File: config.mk
export PLATFORM = sky130hd
export DESIGN_NAME = i2s_tx_stream
export DESIGN_NICKNAME = d
export VERILOG_FILES = /design/src/rtl/i2s_tx_stream.sv
export SDC_FILE = /design/constraint.sdc
export NUM_CORES = 1
export LEC_CHECK = 0
export CAP_MARGIN = 10
export CORE_MARGIN = 2
export CORE_UTILIZATION = 56
export CTS_CLUSTER_DIAMETER = 150
export DETAILED_ROUTE_END_ITERATION = 6
export PLACE_DENSITY_LB_ADDON = 0.05
export SLEW_MARGIN = 5
export SYNTH_ARGS = -nofsm -noshare
export SYNTH_HDL_FRONTEND = slang
export SYNTH_SLANG_ARGS = --single-unit
File: constraint.sdc
create_clock -name clk -period 7.4 [get_ports clk]
set_input_delay 1.48 -clock clk [delete_from_list [all_inputs] [get_ports clk]]
set_output_delay 1.48 -clock clk [all_outputs]
set_load 0.01 [all_outputs]
File: src/rtl/i2s_tx_stream.sv
// i2s_tx_stream: stereo I2S / left-justified serial transmitter with a one-pair
// stream holding buffer, underrun handling, frame-aligned mute and clean start/stop.
`default_nettype none

module i2s_tx_stream #(
    parameter int DATA_W        = 16,
    parameter int MCLK_LOG2     = 1,
    parameter int SCLK_LOG2     = 2,
    parameter int SLOT_LOG2     = 5,
    parameter bit UNDERRUN_HOLD = 1'b0
) (
    input  logic              clk,
    input  logic              rst_n,
    input  logic              i_play,
    input  logic              i_fmt,
    input  logic              i_mute,
    input  logic              i_s_valid,
    output logic              o_s_ready,
    input  logic [DATA_W-1:0] i_s_left,
    input  logic [DATA_W-1:0] i_s_right,
    output logic              o_mclk,
    output logic              o_sclk,
    output logic              o_lrck,
    output logic              o_sdout,
    output logic              o_frame_start,
    output logic              o_underrun
);

    localparam int CW = MCLK_LOG2 + SCLK_LOG2 + SLOT_LOG2 + 1;
    localparam int PL = MCLK_LOG2 + SCLK_LOG2;
    localparam int PW = SLOT_LOG2 + 1;
    localparam logic [PW-1:0] C_P_S_M1  = PW'((1 << SLOT_LOG2) - 1);
    localparam logic [PW-1:0] C_P_2S_M2 = PW'((2 << SLOT_LOG2) - 2);

    typedef enum logic [0:0] {
        ST_IDLE = 1'b0,
        ST_RUN  = 1'b1
    } state_t;

    state_t              r_state;
    logic [CW-1:0]       r_cnt;
    logic                r_buf_full;
    logic [DATA_W-1:0]   r_buf_l, r_buf_r;
    logic [DATA_W-1:0]   r_act_l, r_act_r;
    logic                r_fmt, r_mute;

    logic                w_cnt_max, w_start, w_stop, w_run_nxt, w_take, w_buf_full_nxt;
    logic [CW-1:0]       w_cnt_nxt;
    logic [DATA_W-1:0]   w_new_l, w_new_r, w_act_l, w_act_r, w_samp, w_shift;
    logic                w_fmt, w_mute, w_right, w_lrck, w_bit;
    logic [PW-1:0]       w_p;
    logic [SLOT_LOG2-1:0] w_k;

    assign w_cnt_max = &r_cnt;
    assign w_start   = (r_state == ST_IDLE && i_play) || (r_state == ST_RUN && w_cnt_max && i_play);
    assign w_stop    = (r_state == ST_RUN) && w_cnt_max && !i_play;
    assign w_run_nxt = w_start || (r_state == ST_RUN && !w_stop);
    // Entering RUN from IDLE keeps the counter at 0 so that cycle is the first of the frame.
    assign w_cnt_nxt = (r_state == ST_RUN && !w_stop) ? r_cnt + 1'b1 : '0;

    assign w_take         = i_s_valid && o_s_ready;
    assign w_buf_full_nxt = w_take ? 1'b1 : ((w_start && r_buf_full) ? 1'b0 : r_buf_full);

    assign w_new_l = r_buf_full ? r_buf_l : (UNDERRUN_HOLD ? r_act_l : '0);
    assign w_new_r = r_buf_full ? r_buf_r : (UNDERRUN_HOLD ? r_act_r : '0);

    // Outputs are registered from the next counter value, so the frame-start edge
    // must see the pair and controls being latched on that same edge.
    assign w_act_l = w_start ? w_new_l : r_act_l;
    assign w_act_r = w_start ? w_new_r : r_act_r;
    assign w_fmt   = w_start ? i_fmt   : r_fmt;
    assign w_mute  = w_start ? i_mute  : r_mute;

    assign w_p     = w_cnt_nxt[CW-1:PL];
    assign w_k     = w_p[SLOT_LOG2-1:0];
    assign w_right = w_p[SLOT_LOG2];
    assign w_samp  = w_right ? w_act_r : w_act_l;
    // Bits past the sample width shift out to zero, which pads the slot tail.
    assign w_shift = w_samp << w_k;
    assign w_bit   = w_shift[DATA_W-1] & ~w_mute;
    assign w_lrck  = w_fmt ? ~w_right : ((w_p >= C_P_S_M1) && (w_p <= C_P_2S_M2));

    always_ff @(posedge clk or negedge rst_n) begin
        if (!rst_n) begin
            r_state       <= ST_IDLE;
            r_cnt         <= '0;
            r_buf_full    <= 1'b0;
            r_buf_l       <= '0;
            r_buf_r       <= '0;
            r_act_l       <= '0;
            r_act_r       <= '0;
            r_fmt         <= 1'b0;
            r_mute        <= 1'b0;
            o_s_ready     <= 1'b1;
            o_mclk        <= 1'b0;
            o_sclk        <= 1'b0;
            o_lrck        <= 1'b0;
            o_sdout       <= 1'b0;
            o_frame_start <= 1'b0;
            o_underrun    <= 1'b0;
        end else begin
            r_state    <= w_run_nxt ? ST_RUN : ST_IDLE;
            r_cnt      <= w_cnt_nxt;
            r_buf_full <= w_buf_full_nxt;
            o_s_ready  <= ~w_buf_full_nxt;
            if (w_take) begin
                r_buf_l <= i_s_left;
                r_buf_r <= i_s_right;
            end
            if (w_start) begin
                r_act_l <= w_new_l;
                r_act_r <= w_new_r;
                r_fmt   <= i_fmt;
                r_mute  <= i_mute;
            end
            if (w_run_nxt) begin
                o_mclk        <= w_cnt_nxt[MCLK_LOG2-1];
                o_sclk        <= w_cnt_nxt[PL-1];
                o_lrck        <= w_lrck;
                o_sdout       <= w_bit;
                o_frame_start <= w_start;
                o_underrun    <= w_start & ~r_buf_full;
            end else begin
                o_mclk        <= 1'b0;
                o_sclk        <= 1'b0;
                o_lrck        <= 1'b0;
                o_sdout       <= 1'b0;
                o_frame_start <= 1'b0;
                o_underrun    <= 1'b0;
            end
        end
    end

endmodule

`default_nettype wire

==> key figures, run 1 <==
CTS
  – Clock Latency Late Sink: between 0.3 and 0.4 ns
  – Clk sink count: between 80 and 90
  – Clock slew at the register clock pins of the worst setup and hold paths: about 0.07 ns
  – TritonCTS buffer count: 9
  – Post_cts resized: 0
  – Post-CTS setup repair buffer count: 0
  – H-tree depth reported by CTS: 3
  – Cell chosen for the clock root: sky130_fd_sc_hd__clkbuf_8
  – Hold_buf cts: 0
  – Maximum count of clock buffers along a single path: 2
  – TritonCTS clock tree: done

Worst setup path
  – WP buf/inv: 2
  – Critical path endpoint category: flip-flop
  – Startpoint type of the worst setup path: input port
  – Largest stage delay, worst path: 0.65 ns
  – Cell Chain, Critical Path: clkdlybuf4s50_1 > nand2_2 > inv_2 > a31o_1 > mux4_2 > o211ai_1 > a31oi_1 > and4b_1
  – Worst-path maximum fanout: 40
  – Start point of the critical path: i_play
  – Register-to-register setup slack: 3.57 ns
  – Required time of the critical path: ~7.6 ns
  – Cell class contributing the biggest share of worst-path delay: buffers and inverters
  – Path type of the worst setup path: input port to flip-flop
  – Reg2reg start: r_cnt[0]
  – Cell type of the slowest stage on the worst timing path: sky130_fd_sc_hd__nand2_2
  – Crit path arrival time: 4.50 ns

Timing
  – Tightest slew margin relative to the limit: roughly a third
  – Max frequency: ~230 MHz
  – Fraction of the cycle the final worst path needs: between 50 and 60%
  – Max Clock Skew: about 0.0085 ns
  – Hold Violations, Final: 0
  – Final max-slew violation count: 0
  – Final-layout setup total negative slack: 0 ns
  – Final period demand of the worst path: roughly 4.3 ns
  – Setup repair after global routing missed its margin: false
  – Number of setup violations in the final report: 0
  – Transition time of the tightest slew-check pin: 1.02 ns

GRT
  – Total GRT Usage: 21.9%
  – Vias in the first global route: 2555
  – Global-route congestion overflow total: 0
  – Largest net degree at the start of global routing: 84
  – Initial antenna violation count: 0
  – Global-route wire length before repair: 12500 um

Synthesis
  – Seq cells post-synth: 83
  – Most common flop cell mapped by yosys: sky130_fd_sc_hd__dfrtp_1
  – Proportion of netlist area held by the largest area contributor: approximately 55%
  – Number of flops mapped to enable cells by yosys: 0
  – Library cell with the highest instance count after synthesis: sky130_fd_sc_hd__dfrtp_1
  – Sequential element share of the synthesized area: a little under three fifths
  – Ranking of synthesized cells by instance count: sky130_fd_sc_hd__dfrtp_1 (82), sky130_fd_sc_hd__nand2_1 (59), sky130_fd_sc_hd__mux2_2 (36)
  – Synth async-reset ratio: 100%
  – Cell accounting for the most synthesized area: sky130_fd_sc_hd__dfrtp_1
  – Combined area of all synthesized cells: approximately 3700 um2
  – Cell count after synthesis: 326
  – Yosys cell types: between 40 and 50
  – Avg Synthesized Cell Area: around 11 um2
  – Number of warnings reported in the yosys synthesis log: 0
  – Total nets after synthesis: 366
  – Top cells by area in the synthesized netlist: sky130_fd_sc_hd__dfrtp_1 (55%), sky130_fd_sc_hd__mux2_2 (11%), sky130_fd_sc_hd__nand2_1 (6.0%)

Route
  – Wire length per cell: approximately 16 um
  – Count of unresolved DRC violations after routing: 0
  – Number of iterations in the first detailed-routing pass: 4
  – DR vias/cell: approximately 5.7
  – Post-route antenna net violation count: 0
  – Count of vias placed by the detailed router: about 2500
  – Iter 0 DRT Violations: 141
  – Total detailed-routing wirelength: between 7000 and 8000 um

Placement
  – Buffers on Ports: 44
  – Final Wtd Congestion: 0.793
  – Total half-perimeter wirelength after legalization and detailed placement: about 4800 um

Power and ir drop
  – Net switching power: ~0.24 mW
  – Clock network fraction of total power: about a third
  – Flop pwr share: between 50 and 60%
  – Worst VDD drop: around 0.15 mV
  – Gate power share: a little under an eighth
  – PD cells: ~230 nW/um2
  – Switching part of the total power: a little under a quarter
  – Leakage power summed over all cells: 2.00 nW
  – Internal power: roughly 0.75 mW

Die
  – Die width: around 85 um
  – Area enclosed by the die boundary: 7280 um2
  – Row Count: 29
  – Area inside the core boundary: roughly 6400 um2
  – Die Y: roughly 85 um
  – Starting utilization of the core area: ~58%
  – Ports: 45

Layout
  – Fin nets: 405
  – Filler cell count: around 520
  – Synth-to-Final Area Change: 17.5%
  – Proportion of layout cells with a drive suffix above 1: around 17%
  – Number of diodes: 0
  – Final Util: 68.1%

Hold path
  – Min-Delay Startpoint: r_act_l[7]
  – Worst min-delay path category: flip-flop to flip-flop

Flow run
  – Max Cap Violations: 0

Outcome
  – Result of the run: finished clean
[routing by layer]
layer / track usage (%) / vias up / wire [um]
li1: - / 1226 / -
met1: 32.6 / 1248 / 3540
met2: 32.0 / 46 / 3180
met3: 3.70 / 12 / 283
met4: 9.52 / 0 / 135
met5: 0 / - / 0
[layout make-up]
cell class | count | area, um2 | share of cell area, %
clock buffer | 11 | 141 | 3.25
clock inverter | 3 | 40.0 | 0.921
inverter | 5 | 18.8 | 0.432
multi-input combinational | 220 | 1520 | 35.0
sequential | 83 | 2080 | 47.8
tap | 77 | 96.3 | 2.22
timing repair buffer | 46 | 453 | 10.4
[through the flow]
| stage | worst slack, ns | std cells | power, mW | instance area (um2) | hold slack (ns) |
|---|---|---|---|---|---|
| after global placement | 2.83 | 431 | 0.681 | 4170 | 0.445 |
| after detailed placement | 2.78 | 431 | 0.687 | 4170 | 0.453 |
| after floorplan | 4.45 | 326 | 0.628 | 3700 | 0.429 |
| after global routing | 2.91 | 445 | 1.03 | 4350 | 0.495 |
| final | 3.13 | 445 | 0.986 | 4350 | 0.467 |
| after CTS | 3.14 | 445 | 0.996 | 4350 | 0.469 |
[flip-flops by register name, summed over array words and instances (netlist names), 9 cells and up]
signal,count
r_act_l,16
r_act_r,16
r_buf_l,16
r_buf_r,16
r_cnt,9
[kinds of logic (layout without fill, tap and decap cells)]
group | Yosys count | in the layout | share of synthesized area, %
AND/OR/NAND/NOR | 118 | 118 | 14.8
flip-flops | 83 | 83 | 56.1
AO/OA/AOI/OAI | 52 | 52 | 10.7
multiplexers | 41 | 41 | 13.0
buffers and inverters | 23 | 65 | 2.77
XOR/XNOR | 7 | 7 | 1.86
adder cells (fa/ha/maj) | 2 | 2 | 0.676
[worst min-delay path, stage by stage, from the launching register on]
cell	delay, ns
sky130_fd_sc_hd__dfrtp_1	0.32
sky130_fd_sc_hd__nand2_1	0.06
sky130_fd_sc_hd__nand2_1	0.06
[power groups by stage]
stage               Clock (mW)  Combinational (mW)  Sequential, mW
CTS                      0.317               0.115           0.564
floorplan                    0              0.0761           0.552
detailed placement           0               0.115           0.573
global placement             0               0.110           0.570
global route             0.336               0.125           0.572
finish                   0.310               0.113           0.564
[cells in the final DEF, fill, tap and decap left out, types with 3 or more instances in the layout]
cell	instances
sky130_fd_sc_hd__nand2_1	59
sky130_fd_sc_hd__o21ai_0	8
sky130_fd_sc_hd__a31o_1	6
sky130_fd_sc_hd__o31ai_1	4
sky130_fd_sc_hd__clkbuf_8	10
sky130_fd_sc_hd__and2_1	3
sky130_fd_sc_hd__buf_4	3
sky130_fd_sc_hd__mux2i_1	3
sky130_fd_sc_hd__clkdlybuf4s50_1	43
sky130_fd_sc_hd__nand4b_1	3
sky130_fd_sc_hd__o211ai_1	6
sky130_fd_sc_hd__dfrtp_1	82
sky130_fd_sc_hd__nand3_1	26
sky130_fd_sc_hd__nand4_1	4
sky130_fd_sc_hd__o211a_1	3
sky130_fd_sc_hd__mux2_2	36
sky130_fd_sc_hd__nor2_1	11
sky130_fd_sc_hd__a21boi_0	10
sky130_fd_sc_hd__xnor2_1	4
sky130_fd_sc_hd__inv_1	3
[worst paths after layout]
check                                   to  cells past startpoint
worst min register to register  r_act_l[7]                      2
worst min-delay path            r_act_l[7]                      2
worst max-delay path               o_sdout                      8
max in group asynchronous       r_act_r[4]                      1
min in group asynchronous           r_mute                      1
worst max register to register     o_sdout                     11
Power figures use the tool's default switching activity.
==> inputs of run 2 (changes only) <==
CORE_UTILIZATION = 50   (was 56)
clock period = 3.83 ns   (was 7.4 ns; I/O delays follow)
==> key figures, run 2 (synthesized netlist as in run 1, its figures left out) <==
Route
  – Number of iterations in the first detailed-routing pass: 4
  – Detail Route met2 WL: 3280 um
  – Total detailed-routing wirelength: about 7300 um
  – Count of unresolved DRC violations after routing: 0
  – Wl on met1: between 3000 and 4000 um
  – Top layer used by detailed routing: met4
  – DR vias/cell: 5.46
  – Wire length on met3: between 200 and 250 um
  – Wire length per cell: 15.5 um
  – Iter 0 DRT Violations: between 100 and 150
  – Post-route antenna net violation count: 0
  – Count of vias placed by the detailed router: 2575

CTS
  – Post-CTS setup repair buffer count: 0
  – Post_cts resized: 0
  – Clock slew at the register clock pins of the worst setup and hold paths: 0.08 ns
  – Clock Latency Late Sink: between 0.3 and 0.4 ns
  – H-tree depth reported by CTS: 3
  – TritonCTS clock tree: done
  – Hold_buf cts: 0
  – Cell chosen for the clock root: sky130_fd_sc_hd__clkbuf_8
  – TritonCTS buffer count: 9
  – Maximum count of clock buffers along a single path: 2
  – Clk sink count: between 80 and 90

Layout
  – Storage element area: between 2000 and 2500 um2
  – Fin nets: 408
  – Proportion of layout cells with a drive suffix above 1: 18.2%
  – Total area of multi-input combinational cells: around 1500 um2
  – Final Util: approximately three fifths
  – Most frequent cells in the layout: sky130_fd_sc_hd__dfrtp_1 (82), sky130_fd_sc_hd__nand2_1 (59), sky130_fd_sc_hd__clkdlybuf4s50_1 (43)
  – Synth-to-Final Area Change: 20.1%
  – Most frequent standard cell in the layout excluding fill and tap cells: sky130_fd_sc_hd__dfrtp_1
  – Number of diodes: 0
  – Filler cell count: 606

Worst setup path
  – Cell type of the slowest stage on the worst timing path: sky130_fd_sc_hd__mux4_2
  – Critical path endpoint category: flip-flop
  – Reg-to-reg endpoint: o_sdout
  – Required time of the critical path: ~4.1 ns
  – Worst-path maximum fanout: 22
  – Path type of the worst setup path: flip-flop to flip-flop
  – Reg2reg start: r_cnt[0]
  – Register-to-register setup slack: 0.73 ns
  – Crit path arrival time: roughly 3.3 ns
  – WP buf/inv: 1
  – Startpoint type of the worst setup path: flip-flop
  – Worst reg-to-reg path cell count: 11
  – Cell mode on critical path: sky130_fd_sc_hd__ha_1
  – Cell class contributing the biggest share of worst-path delay: simple AND/OR/NAND/NOR gates
  – Critical path depth: 11
  – Cell Chain, Critical Path: ha_1 > and4_1 > ha_1 > nand2b_2 > nand2_2 > inv_2 > a31o_1 > mux4_2 > o211ai_1 > a31oi_1 > and4b_1
  – Largest stage delay, worst path: between 0.4 and 0.5 ns

Timing
  – Max frequency: 322 MHz
  – Fraction of the cycle the final worst path needs: between 80 and 90%
  – Final max-slew violation count: 0
  – Transition time of the tightest slew-check pin: slightly above 1 ns
  – Max Clock Skew: roughly 0.008 ns
  – Hold Violations, Final: 0
  – Setup repair after global routing missed its margin: false
  – Tightest slew margin relative to the limit: between 30 and 40%
  – Number of setup violations in the final report: 0
  – Final-layout setup total negative slack: 0 ns
  – Final period demand of the worst path: approximately 3.1 ns

Power and ir drop
  – Leakage power summed over all cells: ~2 nW
  – PD cells: ~450 nW/um2
  – Final Power: roughly 2 mW
  – Worst VDD drop: around 0.29 mV

Placement
  – Buffers on Ports: 44
  – Total half-perimeter wirelength after legalization and detailed placement: slightly below 5000 um
  – Final Wtd Congestion: roughly 0.82

Outcome
  – Result of the run: finished clean

Hold path
  – Min-Delay Startpoint: r_act_l[13]
  – Worst min-delay path category: flip-flop to flip-flop
  – Hold path cells: 2
  – Hold EP: r_act_l[13]

GRT
  – Global-route congestion overflow total: 0
  – Initial antenna violation count: 0
  – Largest net degree at the start of global routing: 84
  – Vias in the first global route: ~2600
  – Total GRT Usage: roughly 19%
  – Global-route wire length before repair: 12600 um

Die
  – Row Count: 31
  – Starting utilization of the core area: ~50%
  – Area inside the core boundary: ~7000 um2
  – Area enclosed by the die boundary: slightly above 8000 um2
  – Ports: between 40 and 50
  – Die Y: ~90 um
  – Die width: 90.1 um

Flow run
  – Max Cap Violations: 0
run 2: routing by layer:
layer	global-route usage, %	up-vias
li1	-	1241
met5	0	-
met1	28.7	1266
met3	3.60	11
met4	8.33	0
met2	28.4	57
run 2: worst max path at each step:
stage                   from       to  slack, ns
finish              r_cnt[0]  o_sdout       0.73
global placement      i_play  o_sdout       0.72
detailed placement    i_play  o_sdout       0.65
global route        r_cnt[0]  o_sdout       0.48
CTS                 r_cnt[0]  o_sdout       0.72
floorplan           r_cnt[0]   o_lrck       1.21
run 2: area by class of cell:
type,count,share of cell area [%]
clock inverter,4,1.63
sequential,83,46.7
multi-input combinational,220,34.2
clock buffer,12,3.49
inverter,5,0.422
timing repair buffer,49,10.7
tap,99,2.79
run 2: power by group:
| part | internal (mW) | switching, mW | leakage [nW] |
|---|---|---|---|
| combinational | 0.139 | 0.0795 | 0.860 |
| sequential | 1.00 | 0.0816 | 1.06 |
| clock | 0.402 | 0.303 | 0.113 |
| total | 1.54 | 0.464 | 2.03 |
run 2: per-stage QoR:
step / hold WS (ns) / worst slack [ns] / area, um2 / cells
2_1_floorplan: 0.429 / 1.21 / 3700 / 326
3_3_place_gp: 0.444 / 0.724 / 4220 / 456
3_5_place_dp: 0.450 / 0.652 / 4220 / 456
4_1_cts: 0.468 / 0.716 / 4450 / 472
5_1_grt: 0.486 / 0.477 / 4450 / 472
6_report: 0.465 / 0.725 / 4450 / 472
run 2: worst reg2reg max path: stages, from the launching register on:
cell and delay, ns:
sky130_fd_sc_hd__dfrtp_1 0.44, sky130_fd_sc_hd__ha_1 0.27, sky130_fd_sc_hd__and4_1 0.24, sky130_fd_sc_hd__ha_1 0.20, sky130_fd_sc_hd__nand2b_2 0.29, sky130_fd_sc_hd__nand2_2 0.13
sky130_fd_sc_hd__inv_2 0.18, sky130_fd_sc_hd__a31o_1 0.29, sky130_fd_sc_hd__mux4_2 0.48, sky130_fd_sc_hd__o211ai_1 0.22, sky130_fd_sc_hd__a31oi_1 0.06, sky130_fd_sc_hd__and4b_1 0.20
==> inputs of run 3 (changes only) <==
clock period = 2.6 ns   (was 3.83 ns; I/O delays follow)
==> key figures, run 3 (synthesized netlist as in run 1, its figures left out) <==
Worst setup path
  – Path type of the worst setup path: flip-flop to flip-flop
  – Reg2reg start: r_cnt[1]
  – Cell type of the slowest stage on the worst timing path: sky130_fd_sc_hd__mux4_2
  – Cell mode on critical path: sky130_fd_sc_hd__ha_2
  – Register-to-register setup slack: ~0.031 ns
  – Reg-to-reg endpoint: o_sdout
  – Cell class contributing the biggest share of worst-path delay: simple AND/OR/NAND/NOR gates
  – Start point of the critical path: r_cnt[1]
  – Worst-path maximum fanout: 9
  – Startpoint type of the worst setup path: flip-flop
  – Required time of the critical path: 2.84 ns
  – Capturing element of the worst setup path: o_sdout
  – Critical path endpoint category: flip-flop
  – Largest stage delay, worst path: about 0.48 ns
  – Crit path arrival time: roughly 2.8 ns
  – WP buf/inv: 1
  – Worst reg-to-reg path cell count: 11
  – Critical path depth: 11
  – Cell Chain, Critical Path: ha_2 > and4_1 > ha_2 > nand2b_4 > nand2_2 > inv_4 > a31o_1 > mux4_2 > o211ai_1 > a31oi_1 > and4b_1

Layout
  – Storage element area: 2080 um2
  – Synth-to-Final Area Change: 28.3%
  – Filler cell count: a little under 600
  – Proportion of layout cells with a drive suffix above 1: between 20% and 30%
  – Non-filler cells, final: about 500
  – Total area of multi-input combinational cells: approximately 1500 um2
  – Post-route standard cell area excluding fillers: about 4800 um2
  – Most frequent cells in the layout: sky130_fd_sc_hd__dfrtp_1 (82), sky130_fd_sc_hd__nand2_1 (58), sky130_fd_sc_hd__clkdlybuf4s50_1 (43)
  – Number of diodes: 0
  – Fin nets: about 440
  – Most frequent standard cell in the layout excluding fill and tap cells: sky130_fd_sc_hd__dfrtp_1

CTS
  – TritonCTS buffer count: 9
  – Clk sink count: 83
  – TritonCTS clock tree: done
  – H-tree depth reported by CTS: 3
  – Maximum count of clock buffers along a single path: 2
  – Cell chosen for the clock root: sky130_fd_sc_hd__clkbuf_8
  – Clock slew at the register clock pins of the worst setup and hold paths: around 0.09 ns
  – Clock Latency Late Sink: roughly 0.36 ns

GRT
  – Initial antenna violation count: 0
  – Vias in the first global route: around 2800
  – Total GRT Usage: between 20% and 30%
  – Global-route congestion overflow total: 0
  – Global-route wire length before repair: 13700 um
  – Largest net degree at the start of global routing: 37

Timing
  – Fraction of the cycle the final worst path needs: slightly below 100%
  – Final max-slew violation count: 0
  – Smallest setup slack after layout: between 0.03 and 0.04 ns
  – Final period demand of the worst path: between 2 and 3 ns
  – Transition time of the tightest slew-check pin: between 0.5 and 0.6 ns
  – Max frequency: 389 MHz
  – Hold Violations, Final: 0
  – Number of setup violations in the final report: 0
  – Final-layout setup total negative slack: 0 ns
  – Setup repair after global routing missed its margin: true
  – Tightest slew margin relative to the limit: between 60% and 70%
  – Max Clock Skew: ~0.016 ns

Power and ir drop
  – Worst VDD drop: between 0.5 and 0.6 mV
  – Leakage power summed over all cells: 2.21 nW
  – PD cells: 617 nW/um2
  – Final Power: between 2 and 3 mW

Placement
  – Final Wtd Congestion: a little over 0.8
  – Placed cell area: roughly 4400 um2
  – Cell Count Post-Placement: between 400 and 500
  – Total half-perimeter wirelength after legalization and detailed placement: 5530 um
  – Buffers on Ports: 44
  – Worst setup timing slack at the placement stage: -0.0858 ns

Route
  – Wire length on met3: ~280 um
  – Total detailed-routing wirelength: 8060 um
  – Count of unresolved DRC violations after routing: 0
  – Wire length per cell: roughly 16 um
  – Post-route antenna net violation count: 0
  – Iter 0 DRT Violations: 150
  – Count of vias placed by the detailed router: 2745
  – Detail Route met2 WL: 3730 um
  – Number of iterations in the first detailed-routing pass: 6
  – DR vias/cell: around 5.4
  – Top layer used by detailed routing: met4
  – Wl on met1: 3910 um

Die
  – Area enclosed by the die boundary: between 8000 and 9000 um2
  – Ports: 45
  – Row Count: 31
  – Die Y: around 90 um
  – Die width: around 90 um
  – Starting utilization of the core area: between 50 and 60%
  – Area inside the core boundary: a little over 7000 um2

Hold path
  – Worst min-delay path category: input port to async pin

Flow run
  – Max Cap Violations: 0

Outcome
  – Result of the run: finished clean
[run 3: changes by cell type in the layout (fill, tap and decap cells not counted), sizes merged]
cell,delta
clkinvlp,+1
clkbuf,-1
buf,+34
[run 3: how the worst min path moves through the flow]
stage	startpoint	endpoint	slack (ns)	cells after the start
after floorplan	rst_n	o_frame_start	0.22	0
after global placement	r_act_l[4]	r_act_l[4]	0.44	2
after detailed placement	r_act_l[7]	r_act_l[7]	0.45	2
after CTS	rst_n	r_buf_r[1]	0.12	1
after global routing	rst_n	r_buf_r[1]	0.13	1
final	rst_n	r_buf_l[1]	0.11	1
[run 3: power by group]
part	internal, mW	leakage (nW)	switching, mW	total [mW]
clock network	0.540	0.0995	0.459	0.999
registers	1.48	1.06	0.128	1.60
logic	0.210	1.05	0.117	0.328
[run 3: worst register-to-register path, cell delays in order, from the launching register on]
cell and delay [ns]:
sky130_fd_sc_hd__dfrtp_1 0.39, sky130_fd_sc_hd__ha_2 0.19, sky130_fd_sc_hd__and4_1 0.20, sky130_fd_sc_hd__ha_2 0.18, sky130_fd_sc_hd__nand2b_4 0.15, sky130_fd_sc_hd__nand2_2 0.11, sky130_fd_sc_hd__inv_4 0.07, sky130_fd_sc_hd__a31o_1 0.22
sky130_fd_sc_hd__mux4_2 0.48, sky130_fd_sc_hd__o211ai_1 0.22, sky130_fd_sc_hd__a31oi_1 0.07, sky130_fd_sc_hd__and4b_1 0.20
[run 3: final cells by class]
| cell class | instances | share of cell area [%] |
|---|---|---|
| clock buffers | 11 | 2.77 |
| clock inverters | 5 | 1.69 |
| inverters | 5 | 0.448 |
| multi-input cells | 220 | 32.5 |
| flip-flops and latches | 83 | 43.7 |
| well taps | 99 | 2.61 |
| repair buffers | 83 | 16.2 |
[run 3: what timing repair did]
item	4_1_cts	5_1_grt
endpoints found under the hold margin	0	0
gates resized for setup	3	8
pin swaps	6	3
hold buffers	0	0
setup buffers	4	6
endpoints found under the setup margin	1	1
[run 3: through the flow]
stage | hold WS [ns] | util (%)
6_report | 0.105 | 65.9
5_1_grt | 0.131 | 65.9
4_1_cts | 0.125 | 64.8
3_5_place_dp | 0.450 | 61.3
3_3_place_gp | 0.445 | 61.3
2_1_floorplan | 0.224 | -
[run 3: routing by layer]
metal	up-vias	global-route usage (%)
met5	-	0
met4	0	6.41
met3	14	4.44
met2	59	33.0
met1	1352	30.9
li1	1320	-
